[config.mk]
export PLATFORM = sky130hd
export DESIGN_NAME = spi_master_param
export DESIGN_NICKNAME = d
export VERILOG_FILES = /design/src/rtl/spi_master_param.sv
export SDC_FILE = /design/constraint.sdc
export NUM_CORES = 1
export LEC_CHECK = 0
export ABC_AREA = 1
export CORE_ASPECT_RATIO = 1.5
export CORE_MARGIN = 4
export CORE_UTILIZATION = 38
export DETAILED_ROUTE_END_ITERATION = 10
export PLACE_DENSITY = 0.65
export SYNTH_ARGS = -nofsm -noshare
export SYNTH_HDL_FRONTEND = slang
export SYNTH_SLANG_ARGS = --single-unit
[constraint.sdc]
create_clock -name clk -period 3.3 [get_ports clk]
set_input_delay 0.33 -clock clk [delete_from_list [all_inputs] [get_ports clk]]
set_output_delay 0.33 -clock clk [all_outputs]
set_load 0.03 [all_outputs]
[src/rtl/spi_master_param.sv]
// Parametrised SPI master: one clock domain, sclk is a registered output stepped by edge enables.
// Define SPI_RX_EN to add the miso/dout receive path; the default build is transmit-only.
module spi_master_param #(
  parameter int unsigned DATA_W    = 12,
  parameter int unsigned HALF_DIV  = 11,
  parameter int unsigned NUM_CS    = 1,
  parameter int unsigned CPOL      = 0,
  parameter int unsigned CPHA      = 0,
  parameter int unsigned LSB_FIRST = 1,
  localparam int unsigned CsW      = (NUM_CS > 1) ? $clog2(NUM_CS) : 1
) (
  input  logic              clk,
  input  logic              rst,
  input  logic              newd,
  input  logic [DATA_W-1:0] din,
  input  logic [CsW-1:0]    cs_sel,
  output logic              sclk,
  output logic              mosi,
  output logic [NUM_CS-1:0] cs_n,
  output logic              busy,
  output logic              done
`ifdef SPI_RX_EN
  ,
  input  logic              miso,
  output logic [DATA_W-1:0] dout
`endif
);

  localparam int unsigned CntW  = (HALF_DIV > 1) ? $clog2(HALF_DIV) : 1;
  localparam int unsigned EdgeW = $clog2(2 * DATA_W + 1);

  localparam logic [CntW-1:0]  CntMax   = CntW'(HALF_DIV - 1);
  localparam logic [EdgeW-1:0] EdgeLast = EdgeW'(2 * DATA_W - 1);
  localparam logic             IdleLvl  = (CPOL != 0);
  localparam bit               Cpha     = (CPHA != 0);
  localparam bit               Lsb      = (LSB_FIRST != 0);

  typedef enum logic [1:0] {StIdle, StSetup, StShift, StHold} state_e;

  state_e              state_q, state_d;
  logic [CntW-1:0]     cnt_q, cnt_d;
  logic [EdgeW-1:0]    edge_q, edge_d;
  logic [DATA_W-1:0]   sh_q, sh_d;
  logic                mosi_q, mosi_d;
  logic                sclk_q, sclk_d;
  logic [NUM_CS-1:0]   cs_q, cs_d;
  logic                done_q, done_d;
  logic [NUM_CS-1:0]   cs_dec;
  logic                half_end, do_edge, leading, last_edge, drive;
`ifdef SPI_RX_EN
  logic [DATA_W-1:0]   rx_q, rx_d;
  logic [DATA_W-1:0]   dout_q, dout_d;
  logic                sample;
`endif

  function automatic logic out_bit(input logic [DATA_W-1:0] v);
    return Lsb ? v[0] : v[DATA_W-1];
  endfunction

  function automatic logic [DATA_W-1:0] advance(input logic [DATA_W-1:0] v);
    return Lsb ? (v >> 1) : (v << 1);
  endfunction

  // Out-of-range selects decode to all-high, so the frame runs with no slave addressed.
  always_comb begin
    cs_dec = '1;
    for (int unsigned i = 0; i < NUM_CS; i++) begin
      if (cs_sel == CsW'(i)) cs_dec[i] = 1'b0;
    end
  end

  assign half_end  = (cnt_q == CntMax);
  assign do_edge   = half_end && ((state_q == StSetup) || (state_q == StShift));
  assign leading   = ~edge_q[0];
  assign last_edge = (edge_q == EdgeLast);
  // CPHA=0 pre-loads bit 0 at acceptance, so it only drives on trailing edges (not the final one).
  assign drive     = Cpha ? leading : (~leading & ~last_edge);
`ifdef SPI_RX_EN
  assign sample    = Cpha ? ~leading : leading;
`endif

  always_comb begin
    state_d = state_q;
    cnt_d   = cnt_q;
    edge_d  = edge_q;
    sh_d    = sh_q;
    mosi_d  = mosi_q;
    sclk_d  = sclk_q;
    cs_d    = cs_q;
    done_d  = 1'b0;
`ifdef SPI_RX_EN
    rx_d    = rx_q;
    dout_d  = dout_q;
`endif

    unique case (state_q)
      StIdle: begin
        sclk_d = IdleLvl;
        cs_d   = '1;
        cnt_d  = '0;
        edge_d = '0;
        if (newd) begin
          state_d = StSetup;
          cs_d    = cs_dec;
          if (Cpha) begin
            sh_d = din;
          end else begin
            mosi_d = out_bit(din);
            sh_d   = advance(din);
          end
        end
      end
      StSetup: begin
        cnt_d = half_end ? '0 : cnt_q + CntW'(1);
        if (half_end) state_d = StShift;
      end
      StShift: begin
        cnt_d = half_end ? '0 : cnt_q + CntW'(1);
        if (half_end && last_edge) state_d = StHold;
      end
      StHold: begin
        sclk_d = IdleLvl;
        if (half_end) begin
          state_d = StIdle;
          cnt_d   = '0;
          cs_d    = '1;
          mosi_d  = 1'b0;
          done_d  = 1'b1;
`ifdef SPI_RX_EN
          dout_d  = rx_q;
`endif
        end else begin
          cnt_d = cnt_q + CntW'(1);
        end
      end
      default: state_d = StIdle;
    endcase

    // The first sclk edge coincides with leaving SETUP; the rest fall inside SHIFT.
    if (do_edge) begin
      sclk_d = ~sclk_q;
      edge_d = edge_q + EdgeW'(1);
      if (drive) begin
        mosi_d = out_bit(sh_q);
        sh_d   = advance(sh_q);
      end
`ifdef SPI_RX_EN
      if (sample) rx_d = Lsb ? {miso, rx_q[DATA_W-1:1]} : {rx_q[DATA_W-2:0], miso};
`endif
    end
  end

  always_ff @(posedge clk) begin
    if (!rst) begin
      state_q <= StIdle;
      cnt_q   <= '0;
      edge_q  <= '0;
      sh_q    <= '0;
      mosi_q  <= 1'b0;
      sclk_q  <= IdleLvl;
      cs_q    <= '1;
      done_q  <= 1'b0;
`ifdef SPI_RX_EN
      rx_q    <= '0;
      dout_q  <= '0;
`endif
    end else begin
      state_q <= state_d;
      cnt_q   <= cnt_d;
      edge_q  <= edge_d;
      sh_q    <= sh_d;
      mosi_q  <= mosi_d;
      sclk_q  <= sclk_d;
      cs_q    <= cs_d;
      done_q  <= done_d;
`ifdef SPI_RX_EN
      rx_q    <= rx_d;
      dout_q  <= dout_d;
`endif
    end
  end

  assign sclk = sclk_q;
  assign mosi = mosi_q;
  assign cs_n = cs_q;
  assign busy = (state_q != StIdle);
  assign done = done_q;
`ifdef SPI_RX_EN
  assign dout = dout_q;
`endif

endmodule

==> impl.org <==
** STA
- Adding up every negative setup slack in the final design gives 0 ps.
- Clock skew after layout :: 2.33 ps
- After layout, the minimum clock period comes to 2170 ps.
- Worst slew margin relative to its limit :: 0.725
- At the pin with the least slew margin, the transition time is 411 ps.
- Of the available clock period, the critical path in the final layout requires 0.658.
- Final setup violating endpoints :: 0
- Max-slew violations :: 0
- Setup repair after global routing left no endpoint under its margin.
- The count of final hold-check violations came to 0.
- Peak Freq :: 461 MHz

** Synth
- Mapped Avg Cell Area :: 7.25 um^2
- Synthesis produced a netlist with a net count of 219.
- Summed over all instances, the cell type with the most area after synthesis is dfxtp_1.
- After synthesis, the netlist uses 26 different library cells.
- Synthesized cell area :: 0.00141 mm^2
- Main area contributors after synthesis :: dfxtp_1 (38%), nand2_1 (16%), nor2_1 (9.8%)
- Synthesis produced 195 cells.
- Sequential element share of the synthesized area :: 0.382
- Number of register bits inferred by synthesis :: 27
- Of the post-synthesis cell area, the dominant cell type holds 0.382.
- Warning count from the yosys run :: 0

** Routing
- Summing over every cut layer, the via total after detailed routing is 1213.
- Number of nets with antenna violations after routing :: 0
- Number of design rule violations left after detail routing :: 0
- Mean number of vias per cell :: 4.74
- Wires add up to 2730 um.
- In the final routed layout, each cell accounts on average for 10.7 um.
- The detailed router finished its first iteration with 41 violations.
- The first TritonRoute pass finished after 4 iterations.

** Hold path
- Hold Path End :: sh_q[11]$_SDFF_PN0_
- Along the worst hold path, the cell count comes to 2.
- The min-delay analysis places its worst path in the category reg -> reg.
- Startpoint of the worst hold path :: sh_q[11]$_SDFF_PN0_

** CTS
- Clock Sinks :: 27
- Clk slew on worst S/H paths :: 90 ps
- TritonCTS built the clock tree.
- Clock insertion delay at the later pin of the skew report :: 260 ps
- The number of clock buffers added by TritonCTS is 3.
- Number of setup buffers added after CTS :: 0
- In this run the clock root is driven by a clkbuf_8.
- Post-cts repair resize count :: 0
- H-tree lvl count :: 1
- Counting along the longest clock path gives a buffer depth of 2.
- Post-CTS Hold Fix Bufs :: 0

** Pwr
- Of the total power, the share spent switching nets is 0.372.
- The share of total power dissipated in the clock network is 0.196.
- VDD sags by at most 0.349 mV.
- Internal power comes to 599 uW.
- After layout, the design draws a total of 953 uW.
- The share of total power dissipated in sequential elements is 0.426.
- For this design the static power due to leakage is 0.794 nW.
- In this run the power density over the cells is 566 mW/mm^2.
- The share of total power dissipated in combinational logic is 0.378.
- Net switching power :: 354 uW

** Critical path
- The worst setup path is launched from a flop.
- Worst reg2reg setup slack :: 1500 ps
- The critical path goes through inv_1 > ha_1 > inv_1 > clkdlybuf4s50_1.
- For this run, the slowest stage of the critical path takes 690 ps.
- The most numerous cell type found on the critical path is inv_1.
- STA classifies the critical path endpoint as a primary output.
- For the worst setup path, the data arrival time is 1840 ps.
- Type of the worst setup path :: reg -> out
- Count of buffer and inverter cells on the critical path :: 3
- Launching point of the worst reg2reg path :: state_q[1]$_SDFFE_PN0P_
- The worst register-to-register path ends at mosi$_SDFF_PN0_.
- Worst reg2reg path depth :: 7
- Among all stages on the critical path, the largest delay is contributed by clkdlybuf4s50_1.
- WP data required :: 2970 ps
- Top Family by Delay on Critical Path :: buffers and inverters
- Crit path max fanout :: 4
- Logic depth of the worst setup path including buffers :: 4

** Die
- Pin placement for this block handled 21 I/O pins.
- The floorplan step set the die width to 57.8 um.
- The die is 82.7 um tall.
- The region available for standard cell placement spans 0.00348 mm^2.
- Effective utilization at floorplan :: 0.406
- In this run the core area contains 26 standard-cell rows.
- The die covers 0.00478 mm^2.

** Global routing
- First-pass GRT wire length :: 4880 um
- The initial antenna violation count was 0.
- Pin count of the biggest net entering global routing :: 25
- In the global route stage, overall resource usage came out at 0.128.
- For this run the aggregate overflow at the end of global routing stands at 0.
- Vias in the first global route :: 1165

** Finish
- In the final layout, the share of cells above drive strength 1 is 0.0794.
- Diode count :: 0
- Once layout is complete, the cells apart from fillers number 256.
- The area growth from synthesis to layout is 19.1%.
- The filler cells instantiated in the layout total 344.
- The finished cells cover 0.00168 mm^2.
- Final core utilization :: 0.484
- Layout Nets :: 239

** Job
- The tool flagged a number of max-cap violations equal to 0.

** Placement
- At the end of routability-driven placement, the weighted congestion stood at 0.710.
- Cell area after placement :: 0.00164 mm^2
- Port buffering added 20 buffers.
- Total placed cells including tap cells :: 252
- After legalization and detailed placement, the total HPWL measured 2030 um.

** Run status
- The run finished with clean final reports.
[cells in the final DEF (no fill, tap or decap), types with 2 or more instances in the layout]
master           Yosys  layout
inv_1               12      12
clkdlybuf4s50_1      0      20
nand3_4              2       2
dfxtp_1             27      27
nand3_1              9       9
nor2_1              37      37
nand3_2              8       8
clkbuf_8             0       3
nand2_1             60      60
a21oi_1              9       9
o211ai_1             2       2
nor3_1               2       2
ha_1                 8       8
o21ai_0              2       2
[kinds of logic (layout without fill, tap and decap cells)]
family          count (synthesis)  after routing  share of synthesized area
simple gates                  122            122                      0.406
flops                          27             27                      0.382
buf+inv                        19             38                     0.0593
compound gates                 17             17                     0.0690
fa+ha+maj                       8              8                     0.0708
xor+xnor                        2              2                     0.0124
[layer usage]
metal / global-route usage / wire length [um] / vias up
li1: - / - / 653
met3: 0.0187 / 70 / 2
met2: 0.243 / 1380 / 13
met1: 0.144 / 1250 / 545
met4: 0.0418 / 33 / 0
met5: 0 / 0 / -
[Yosys cell counts]
library cell / number
o21ai_1: 1
clkbuf_1: 1
dfxtp_1: 27
nor2_8: 1
o21bai_1: 1
nand4_1: 1
nor3b_1: 1
nor2_1: 37
inv_2: 1
ha_1: 8
xnor2_1: 1
a21boi_0: 1
nand3_4: 2
nand2_1: 60
o21ai_0: 2
a21oi_1: 9
buf_2: 4
nand3_1: 9
o211ai_1: 2
nand3_2: 8
inv_1: 12
xor2_1: 1
a211oi_1: 1
nor3_1: 2
buf_6: 1
or2_2: 1
[layout make-up]
class	instances	area (um^2)	area share
inverters	13	48.8	0.0290
clock buffers	4	45.0	0.0267
well taps	42	52.6	0.0312
multi-input cells	149	790	0.469
repair buffers	21	208	0.123
flip-flops and latches	27	541	0.321
[power groups by stage]
stage / combinational [mW] / sequential [mW] / clock, mW
CTS: 0.363 / 0.407 / 0.192
finish: 0.360 / 0.406 / 0.187
global route: 0.413 / 0.413 / 0.205
global placement: 0.357 / 0.413 / 0
floorplan: 0.251 / 0.425 / 0
detailed placement: 0.361 / 0.414 / 0
[registers in the layout, indices dropped and copies added, names as in the netlist]
| signal | cells |
|---|---|
| cs_n | 1 |
| cnt_q | 4 |
| mosi | 1 |
| done | 1 |
| sh_q | 12 |
| sclk | 1 |
| state_q | 2 |
| edge_q | 5 |
[per-stage QoR]
stage / hold slack [ps] / worst slack (ps)
finish: 472 / 1130
global route: 499 / 1060
CTS: 474 / 1140
detailed placement: 453 / 1390
global placement: 449 / 1440
floorplan: 430 / 1810
[worst max-delay path by stage]
stage	from	slack [ps]	to
after global routing	state_q[1]$_SDFFE_PN0P_	1060	busy
after detailed placement	newd	1390	sh_q[9]$_SDFF_PN0_
final	state_q[1]$_SDFFE_PN0P_	1130	busy
after global placement	state_q[1]$_SDFFE_PN0P_	1440	busy
after floorplan	state_q[1]$_SDFFE_PN0P_	1810	mosi$_SDFF_PN0_
after CTS	state_q[1]$_SDFFE_PN0P_	1140	busy
[worst min-delay path, cell delays in order (launching register included)]
cell     delay (ps)
dfxtp_1         330
nand3_1          70
a21oi_1          40
Note: power is estimated with default switching activity, not from simulation.
